<file path="src/rtl/addr_gen_burst.sv">
// LC-3 address-generation unit: forms (PC|SR1) + sext(IR offset) and streams
// a burst of consecutive ascending or descending addresses over valid/ready.
module addr_gen_burst #(
  parameter int DATA_W = 16,
  parameter int CNT_W  = 4
) (
  input  logic              clk,
  input  logic              rst,
  input  logic              req_valid,
  output logic              req_ready,
  input  logic              addr1_sel,
  input  logic [1:0]        addr2_sel,
  input  logic [10:0]       ir_10_0,
  input  logic [DATA_W-1:0] pc,
  input  logic [DATA_W-1:0] sr1_out,
  input  logic [CNT_W-1:0]  burst_len,
  input  logic              dir,
  output logic [DATA_W-1:0] addr_out,
  output logic              addr_valid,
  input  logic              addr_ready,
  output logic              addr_last,
  output logic              busy
);

  typedef enum logic {
    IDLE = 1'b0,
    EMIT = 1'b1
  } state_t;

  state_t              state_q, state_d;
  logic [DATA_W-1:0]   addr_q, addr_d;
  logic [CNT_W-1:0]    rem_q, rem_d;
  logic                dir_q, dir_d;
  logic [DATA_W-1:0]   base_s;
  logic [DATA_W-1:0]   offset_s;

  // Offset selection; every code yields a defined value so addr_out never goes X
  function automatic logic [DATA_W-1:0] offset_f(input logic [1:0] sel,
                                                 input logic [10:0] ir);
    case (sel)
      2'b00:   offset_f = '0;
      2'b01:   offset_f = {{(DATA_W-6){ir[5]}}, ir[5:0]};
      2'b10:   offset_f = {{(DATA_W-9){ir[8]}}, ir[8:0]};
      2'b11:   offset_f = {{(DATA_W-11){ir[10]}}, ir[10:0]};
      default: offset_f = '0;
    endcase
  endfunction

  assign base_s   = addr1_sel ? sr1_out : pc;
  assign offset_s = offset_f(addr2_sel, ir_10_0);

  // State, address and remaining-beat registers
  always_ff @(posedge clk) begin
    if (rst) begin
      state_q <= IDLE;
      addr_q  <= '0;
      rem_q   <= '0;
      dir_q   <= 1'b0;
    end else begin
      state_q <= state_d;
      addr_q  <= addr_d;
      rem_q   <= rem_d;
      dir_q   <= dir_d;
    end
  end

  // Next-state logic: capture request in IDLE, step one beat per accepted handshake
  always_comb begin
    state_d = state_q;
    addr_d  = addr_q;
    rem_d   = rem_q;
    dir_d   = dir_q;
    case (state_q)
      IDLE: begin
        if (req_valid) begin
          addr_d  = base_s + offset_s;
          rem_d   = burst_len;
          dir_d   = dir;
          state_d = EMIT;
        end else begin
          state_d = IDLE;
        end
      end
      EMIT: begin
        if (addr_ready) begin
          if (rem_q == '0) begin
            state_d = IDLE;
          end else begin
            addr_d = dir_q ? (addr_q - DATA_W'(1)) : (addr_q + DATA_W'(1));
            rem_d  = rem_q - CNT_W'(1);
          end
        end else begin
          state_d = EMIT;
        end
      end
      default: begin
        state_d = IDLE;
      end
    endcase
  end

  // Outputs decode registered state only; addr_ready has no path to them
  assign req_ready  = (state_q == IDLE);
  assign busy       = (state_q == EMIT);
  assign addr_valid = (state_q == EMIT);
  assign addr_last  = (state_q == EMIT) && (rem_q == '0);
  assign addr_out   = addr_q;

endmodule

</file>
<file path="config.mk">
export PLATFORM = sky130hd
export DESIGN_NAME = addr_gen_burst
export DESIGN_NICKNAME = d
export VERILOG_FILES = /design/src/rtl/addr_gen_burst.sv
export SDC_FILE = /design/constraint.sdc
export NUM_CORES = 1
export LEC_CHECK = 0
export ABC_AREA = 1
export BUFFER_PORTS_ARGS = -buffer_cell sky130_fd_sc_hd__buf_4
export CORE_UTILIZATION = 40
export DETAILED_ROUTE_END_ITERATION = 8
export GPL_ROUTABILITY_DRIVEN = 0
export GPL_TIMING_DRIVEN = 0
export PLACE_DENSITY = 0.61
export RECOVER_POWER = 50
export SYNTH_ARGS = -nofsm -noshare
export SYNTH_HDL_FRONTEND = slang
export SYNTH_SLANG_ARGS = --single-unit
export TNS_END_PERCENT = 20
</file>
<file path="constraint.sdc">
create_clock -name clk -period 3.2 [get_ports clk]
set_clock_uncertainty 0.15 [all_clocks]
set_input_delay 0.32 -clock clk [delete_from_list [all_inputs] [get_ports clk]]
set_output_delay 0.32 -clock clk [all_outputs]
set_load 0.05 [all_outputs]
</file>
# Yosys cells after proc, flatten, opt, wreduce, memory -nomap -nowiden
# Index checks and enable logic that the tools add are counted.
# op_classes
bitwise_logic	1
n_eq_ne	6
n_addsub	4
reduce_logical	5
muxes	15
# ops
op	n
16-bit 2-to-1 mux	5
16-bit case mux with 4 select lines	1
16-bit case mux with 2 select lines	1
16-bit by 1-bit adder with 16-bit output, second input constant	1
16-bit adder	1
16-bit by 1-bit subtractor with 16-bit output, second input constant	1
4-bit 2-to-1 mux	3
4-bit case mux with 2 select lines	1
2-bit != test, second input constant	3
2-bit == test, second input constant	2
4-bit zero test	1
4-bit by 1-bit subtractor with 4-bit output, second input constant	1
1-bit 2-to-1 mux	3
3-bit AND reduction	1
2-bit by 1-bit == test with 1-bit output, second input constant	1
2-bit zero test	1
1-bit case mux with 2 select lines	1
2-bit AND reduction	1
1-bit logical AND	1
1-bit inverter	1
# word_totals
out_inout_bits	20
register_bits	22
input_bits	55

# Longest topological paths before layout
# Gate-level depths: netlist of run 1.
# logic_depth
ltp_word	5
ltp_mapped	18
depth_no_buf	17

# Least setup slack after synthesis of run 1
# OpenSTA, ideal clock, no wires.
# synth_path
path_type	reg-to-reg
from	reg state_q, in the netlist addr_valid
to	reg addr_q[10], in the netlist addr_out[10]
setup_slack_ns	0.671
arrival_ns	2.262
path_stages_with_launch	10
path_buffers	2
t_required_ns	2.933
synth_period_minus_slack_ns	2.529
cell_sequence	dfxtp_1 -> inv_2 -> nor2_1 -> inv_1 -> nand2_1 -> inv_1 -> buf_2 -> buf_2 -> o211ai_1 -> inv_1
# synth_between
elab_chain_len	3
# synth_rtl
item	line	text
from (decl)	30	state_t state_q, state_d;
from (signal assigned)	60	state_q <= state_d;
1-bit inverter (no line)	--	
2-bit != test (no line)	--	
3-bit AND reduction (no line)	--	
to (signal assigned)	61	addr_q <= addr_d;
to (decl)	31	logic [DATA_W-1:0] addr_q, addr_d;
# Parallel ways exist; a longest one is shown, timed or not.
# A chain may end at the register's enable or synchronous reset.

# Final worst setup path of run 1
# layout_path
from	reg dir_q
to	reg addr_q[14], in the netlist addr_out[14]
# layout_between
elab_chain_len	4
# layout_rtl
item	line	text
from (decl)	33	logic dir_q, dir_d;
from (signal assigned)	63	dir_q <= dir_d;
16-bit 2-to-1 mux	89	addr_d = dir_q ? (addr_q - DATA_W'(1)) : (addr_q + DATA_W'(1));
16-bit 2-to-1 mux	86	if (rem_q == '0) begin
16-bit 2-to-1 mux	85	if (addr_ready) begin
16-bit case mux with 2 select lines	73	case (state_q)
# No other way between the ends. The select of a mux whose other input is x is not followed.

==> summary.json, run 1 <==
{
  "synth.net_count": 591,
  "post_cts_resized": 0,
  "pin_count": 75,
  "ys_seq_elements": 22,
  "synth_async_sr_flop_share_pct": 0,
  "dominantRegCellSynth": "dfxtp_1",
  "crit_slowest_cell": "dfxtp_1",
  "synthesis.instances": 506,
  "clock_insertion_delay_worst_skew_ns": 0.28,
  "setup_ws_post_layout_ns": 0.463,
  "maxCapViolCount": 0,
  "power.static_leakage_nw": 1.98,
  "drive_gt1_share_pct": 17.4,
  "syn-mean-instance-area_um2": 5.98,
  "syn-cell-area_mm2": 0.00303,
  "critPathMostFrequentCell": "nand3_1",
  "crit_required_ns": 3.27,
  "grt_start_max_net_pins": 17,
  "critical_path.top_delay_family": "simple AND/OR/NAND/NOR gates",
  "area.sequential_um2": 440,
  "nNetsFinal": 666,
  "post-dp-hpwl_um": 7050,
  "postCtsSetupBuffers": 0,
  "finalSetupTns_ns": 0,
  "unrepaired_setup_endpoints_after_global_routing": "false",
  "synth.yosys.warnings": 0,
  "fillCellCount": 840,
  "setup-violations-final": 0,
  "achievable_freq_mhz": 365,
  "crit_path_max_incr_delay_ns": 0.75,
  "wl_met1_um": 4210,
  "final.min_clock_period_ns": 2.74,
  "total_via_count_in_the_routed_design": 3381,
  "initial_utilization_pct": 41.5,
  "worst-endpoint-arrival_ns": 2.81,
  "worst_setup_hold_path_clk_slew_ns": 0.09,
  "pwr_density_cell_mw_per_mm2": 398,
  "endpoint_kind": "flop",
  "detail_route.wl_per_cell_um": 12.5,
  "critical_path.max_fanout": 16,
  "r2r_start": "dir_q$_SDFFE_PP0P_",
  "cts.sinks": 22,
  "timing.critical_path.cells": "inv_1, fa_1, inv_1, nand3_1, nand2_1, nand3_1, nand2_1, nand3_1, nand3_1, nand2_1, nor2_1, nor2_1, a21oi_2",
  "floorplan.core_area_mm2": 0.00729,
  "synth_sequential_area_ratio_pct": 14.6,
  "crit_start_category": "flop",
  "design.die.area_mm2": 0.00792,
  "dieWidth_um": 89.0,
  "maxSlewViolCount": 0,
  "die-height_um": 89.0,
  "postCtsHoldBufs": 0,
  "status": "complete, no violations",
  "crit_buf_inv": 2,
  "dr.pass1.iters": 4,
  "rows": 31,
  "max-clock-path-buffers": 2,
  "drt.antenna.violating_nets": 0,
  "netlist-cell-type-count": 39,
  "grt_util_all_layers_pct": 23.3,
  "post-route-period-util_pct": 85.5,
  "cts_buffers": 3,
  "routed_wl_um": 8500,
  "met3_length_um": 418,
  "netlist.area_leader.share_pct": 15.3,
  "dr.first_iter.drc_count": 165,
  "hold_ws_ns": 0.156,
  "layout-area-overhead-vs-synth_pct": 21.6,
  "report.final.hold_viol_count": 0,
  "number_of_antenna_violations_at_the_first_check_in_global_routing": 0,
  "peakVddDrop_mv": 0.199,
  "cts_max_level": 1,
  "tritoncts": "built",
  "grt_overflow": 0,
  "final-instance-count-excl-fill": 679,
  "detail_route.drc_violations": 0,
  "synth-edff-count": 0,
  "place.port_buffers": 70,
  "highest_layer": "met4",
  "hold_class": "in -> reg",
  "wl_met2_um": 3730,
  "grt_pass1_vias": 3145,
  "worst-slew-pin-transition_ns": 0.652,
  "avgViaCountPerCell": 4.98,
  "cts.root.buffer_cell": "clkbuf_8",
  "multi_input_area_mm2": 0.00223,
  "place_inst": 675,
  "holdCritStartpoint": "req_valid",
  "critical_path.startpoint": "dir_q$_SDFFE_PP0P_",
  "preCtsSetupSlack_ns": 0.357,
  "timing.max_slew.rel_slack_pct": 56.4,
  "global_route_wire_length_before_repair_um": 14400,
  "insertedDiodeCount": 0,
  "worst-setup-path-type": "reg -> reg",
  "post-synth-top-area-cell": "nand2_1",
  "post_synth_main_area_contributors": "nand2_1 (15%), dfxtp_1 (15%), ha_1 (12%)"
}
[cell type report]
cell class                      count  share of cell area [%]
Clock buffer                        3                    1.12
Sequential cell                    22                    12.0
Inverter                           70                    7.21
Buffer                             16                    2.58
Clock inverter                      1                   0.816
Timing Repair Buffer               70                    12.4
Multi-Input combinational cell    398                    60.5
Tap cell                           99                    3.37
[cells in the mapped netlist (5+ instances only)]
cell type  number
dfxtp_1        22
a21oi_1        43
o21bai_1        7
nand2_1       123
ha_1           28
nand3_2         7
nand3_1        38
clkbuf_1        6
nand2_2        12
nor2_1         49
inv_1          66
o211ai_1        5
o21ai_0        42
[per-stage QoR]
step | cell area, um2 | utilization (%) | power, mW
final | 3680 | 50.5 | 1.46
after global routing | 3680 | 50.5 | 1.60
after CTS | 3750 | 51.4 | 1.50
after detailed placement | 3680 | 50.4 | 1.23
after global placement | 3680 | 50.4 | 1.22
after floorplan | 3030 | - | 0.982
[power breakdown]
part           leakage (nW)  internal, mW  switching (mW)  total [mW]
registers             0.182         0.314          0.0402       0.355
clock network        0.0357         0.168           0.102       0.270
logic                  1.76         0.280           0.560       0.840
[routing by layer]
layer	vias to the layer above	GRT usage, %
met5	-	0
met4	0	5.48
met3	12	2.49
met2	88	40.0
met1	1472	31.3
li1	1809	-
[registers in the layout, summed over array words and instances, names as in the netlist]
signal      count
dir_q           1
addr_out       16
rem_q           4
addr_valid      1
[cells in the final DEF (no fill, tap or decap), types with 7 or more instances in the layout]
| master | instances |
|---|---|
| nand3_1 | 38 |
| nand3_2 | 7 |
| clkbuf_1 | 25 |
| buf_4 | 54 |
| dfxtp_1 | 22 |
| o21bai_1 | 7 |
| a21oi_1 | 43 |
| nor2_1 | 49 |
| o21ai_0 | 42 |
| nand2_1 | 123 |
| nand2_2 | 12 |
| ha_1 | 28 |
| inv_1 | 67 |
[path summary, 6_finish.rpt]
check	slack, ns	to	cells after the start
max	0.46	addr_out[14]$_SDFFE_PP0P_	13
min	0.16	addr_valid$_SDFF_PP0_	3
max reg2reg	0.46	addr_out[14]$_SDFFE_PP0P_	13
min reg2reg	0.35	rem_q[3]$_SDFFE_PP0P_	2
[tightest hold or removal path, cell delays in order]
cell and delay [ns]:
buf_4 0.08, o221ai_1 0.10, inv_1 0.06
[cells by family (layout without fill, tap and decap cells)]
group           after synthesis  count (layout)  synth area share [%]
simple gates                248             248                  37.7
compound gates              113             113                  20.9
buf+inv                      86             160                  11.9
fa+ha+maj                    30              30                  12.9
flops                        22              22                  14.6
xor+xnor                      6               6                  1.74
mux                           1               1                 0.331
Note: power is estimated with default switching activity, not from simulation.
==> inputs of run 2 (changes only) <==
- ABC_AREA: 1 -> default
- BUFFER_PORTS_ARGS: -buffer_cell sky130_fd_sc_hd__buf_4 -> default
- DONT_BUFFER_PORTS: default -> 1
- PLACE_DENSITY: 0.61 -> 0.52
==> run 2 against run 1 <==
Setup slack worse by 0.39 ns; critical path depth down 6; count of clock-buffer cells in the layout unchanged; sequential cell count unchanged; die area down 13%; design area down 24%; register-to-register slack worse by 0.39 ns.
==> summary.json, run 2 <==
{
  "post-dp-hpwl_um": 5440,
  "power.static_leakage_nw": 1.20,
  "worst_setup_hold_path_clk_slew_ns": 0.09,
  "drt.antenna.violating_nets": 0,
  "cts.sinks": 22,
  "cts_buffers": 3,
  "crit_start_category": "flop",
  "largest_register_ffs": 16,
  "final_common_cell": "nand2_1",
  "comb_power_share_pct": 45.6,
  "layout-area-overhead-vs-synth_pct": 6.96,
  "worst-setup-path-type": "reg -> reg",
  "crit_required_ns": 3.25,
  "syn-cell-area_mm2": 0.00263,
  "final.min_clock_period_ns": 3.13,
  "critical_path.max_fanout": 10,
  "die-height_um": 83.0,
  "rows": 29,
  "insertedDiodeCount": 0,
  "grt_overflow": 0,
  "power_switching_mw": 0.544,
  "unrepaired_setup_endpoints_after_global_routing": "true",
  "drive_gt1_share_pct": 9.80,
  "synth_async_sr_flop_share_pct": 0,
  "detail_route.wl_per_cell_um": 16.4,
  "maxCapViolCount": 0,
  "netlist-cell-type-count": 57,
  "design.die.area_mm2": 0.00689,
  "layout.cells.most_common_list": "nand2_1 (37), nor2_1 (35), ha_1 (28)",
  "synth_sequential_area_ratio_pct": 16.8,
  "achievable_freq_mhz": 319,
  "global_route_wire_length_before_repair_um": 11400,
  "synth_common_cells": "nand2_1 (37), nor2_1 (36), ha_1 (28)",
  "total_via_count_in_the_routed_design": 2445,
  "peakVddDrop_mv": 0.189,
  "ys_seq_elements": 22,
  "worst-slew-pin-transition_ns": 1.10,
  "dr.pass1.iters": 4,
  "post-route-period-util_pct": 97.8,
  "r2r_start": "addr_valid$_SDFF_PP0_",
  "worst-endpoint-arrival_ns": 3.19,
  "setup_ws_post_layout_ns": 0.0692,
  "report.final.hold_viol_count": 0,
  "endpoint_kind": "flop",
  "grt_start_max_net_pins": 19,
  "floorplan.core_area_mm2": 0.00635,
  "final_util_pct": 44.2,
  "dr.first_iter.drc_count": 191,
  "holdCritStartpoint": "dir",
  "place.port_buffers": 0,
  "max-clock-path-buffers": 2,
  "preCtsSetupSlack_ns": -0.316,
  "setup-violations-final": 0,
  "number_of_antenna_violations_at_the_first_check_in_global_routing": 0,
  "grt_util_all_layers_pct": 20.5,
  "cts_max_level": 1,
  "critical_path.startpoint": "addr_valid$_SDFF_PP0_",
  "post-synth-top-area-cell": "dfxtp_1",
  "sw_frac_of_total_pct": 46.9,
  "synth.yosys.warnings": 0,
  "clock_insertion_delay_worst_skew_ns": 0.27,
  "syn-mean-instance-area_um2": 7.66,
  "hold_class": "in -> reg",
  "pwr-share-seq_pct": 38.5,
  "netlist.area_leader.share_pct": 16.8,
  "grt_pass1_vias": 2258,
  "cts.root.buffer_cell": "clkbuf_8",
  "status": "complete, no violations",
  "synthesis.instances": 343,
  "hold_ws_ns": 0.0187,
  "tritoncts": "built",
  "synthMostInstantiatedCell": "nand2_1",
  "postLayoutCellArea_mm2": 0.00281,
  "maxSlewViolCount": 0,
  "initial_utilization_pct": 41.4,
  "pwr_density_cell_mw_per_mm2": 413,
  "nNetsFinal": 434,
  "synth.net_count": 428,
  "timing.max_slew.rel_slack_pct": 26.7,
  "dominantRegCellSynth": "dfxtp_1",
  "power_mw": 1.16,
  "internal-power_mw": 0.617,
  "placed_area_mm2": 0.00273,
  "detail_route.drc_violations": 0,
  "routed_wl_um": 6960,
  "avgViaCountPerCell": 5.77,
  "postCtsSetupBuffers": 0,
  "dieWidth_um": 83.0,
  "synth-edff-count": 0,
  "power_frac_clock_pct": 16.0,
  "pin_count": 75,
  "post_synth_main_area_contributors": "dfxtp_1 (17%), ha_1 (13%), xnor2_1 (5.7%)"
}
-- run 2: cell types whose count changed in the layout (fill, tap and decap cells not counted), sizes merged, moves of 7 or more --
| cell | previous run | this run |
|---|---|---|
| nand2 | 136 | 37 |
| a21o | 1 | 8 |
| nand3 | 48 | 11 |
| inv | 70 | 11 |
| buf | 61 | 3 |
| clkbuf | 28 | 11 |
| o21ai | 45 | 16 |
| nor2 | 54 | 36 |
| mux2i | 1 | 10 |
| nor2b | 0 | 9 |
| xnor2 | 3 | 17 |
| a21oi | 46 | 26 |
| nor3 | 4 | 14 |
| mux2 | 0 | 12 |
-- run 2: layout make-up --
cell class | instances | area, um2
clock buffer | 3 | 41.3
buffer | 11 | 60.1
timing repair buffer | 1 | 10.0
multi-input combinational | 298 | 2110
tap | 77 | 96.3
inverter | 12 | 48.8
fill | 647 | 3540
sequential | 22 | 445
-- run 2: logic make-up (layout without fill, tap and decap cells) --
family / count (synthesis) / count (layout) / synth area share [%]
DFF: 22 / 22 / 16.8
adders and majority gates: 30 / 30 / 14.9
AOI/OAI and AO/OA: 95 / 95 / 24.8
xor gates and xnor gates: 25 / 25 / 8.34
and+or+nand+nor: 126 / 126 / 22.7
buffers and inverters: 23 / 27 / 3.62
muxes: 22 / 22 / 8.96
-- run 2: routing by layer --
layer  wire [um]  GRT usage (%)  part of all wire [%]
met1        3280           28.3                    47
met2        3240           33.8                    47
met3         371           1.89                   5.3
met4          63           5.80                  0.91
met5           0              0                     0
-- run 2: path summary, 6_finish.rpt --
kind / end / slack, ns / cells after the start
setup / recovery: addr_out[2]$_SDFFE_PP0P_ / 0.07 / 7
hold / removal: dir_q$_SDFFE_PP0P_ / 0.02 / 2
setup reg to reg: addr_out[2]$_SDFFE_PP0P_ / 0.07 / 7
hold reg to reg: rem_q[0]$_SDFFE_PP0P_ / 0.35 / 2
-- run 2: per-stage QoR --
step	instances	TNS [ns]
after floorplan	343	0
after global placement	420	-0.980
after detailed placement	420	-0.997
after CTS	424	0
after global routing	424	-0.458
final	424	0
-- run 2: repair_timing --
action / 4_1_cts / 5_1_grt
hold endpoints to repair: 1 / 0
hold buffers: 1 / 0
gates resized for setup: 3 / 6
setup endpoints to repair: 2 / 12
-- run 2: power by group through the flow --
stage | Combinational [mW] | Sequential [mW] | Clock (mW)
floorplan | 0.422 | 0.441 | 0
global placement | 0.516 | 0.454 | 0
detailed placement | 0.516 | 0.454 | 0
CTS | 0.525 | 0.448 | 0.186
global route | 0.597 | 0.453 | 0.201
finish | 0.529 | 0.446 | 0.185
-- run 2: worst max-delay path: stages (launching register included) --
cell and delay (ns):
dfxtp_1 0.66, clkbuf_1 0.51, nand2_1 0.19, or2_2 0.38
nand2_1 0.38, clkbuf_1 0.47, o211ai_1 0.16, a21oi_1 0.16
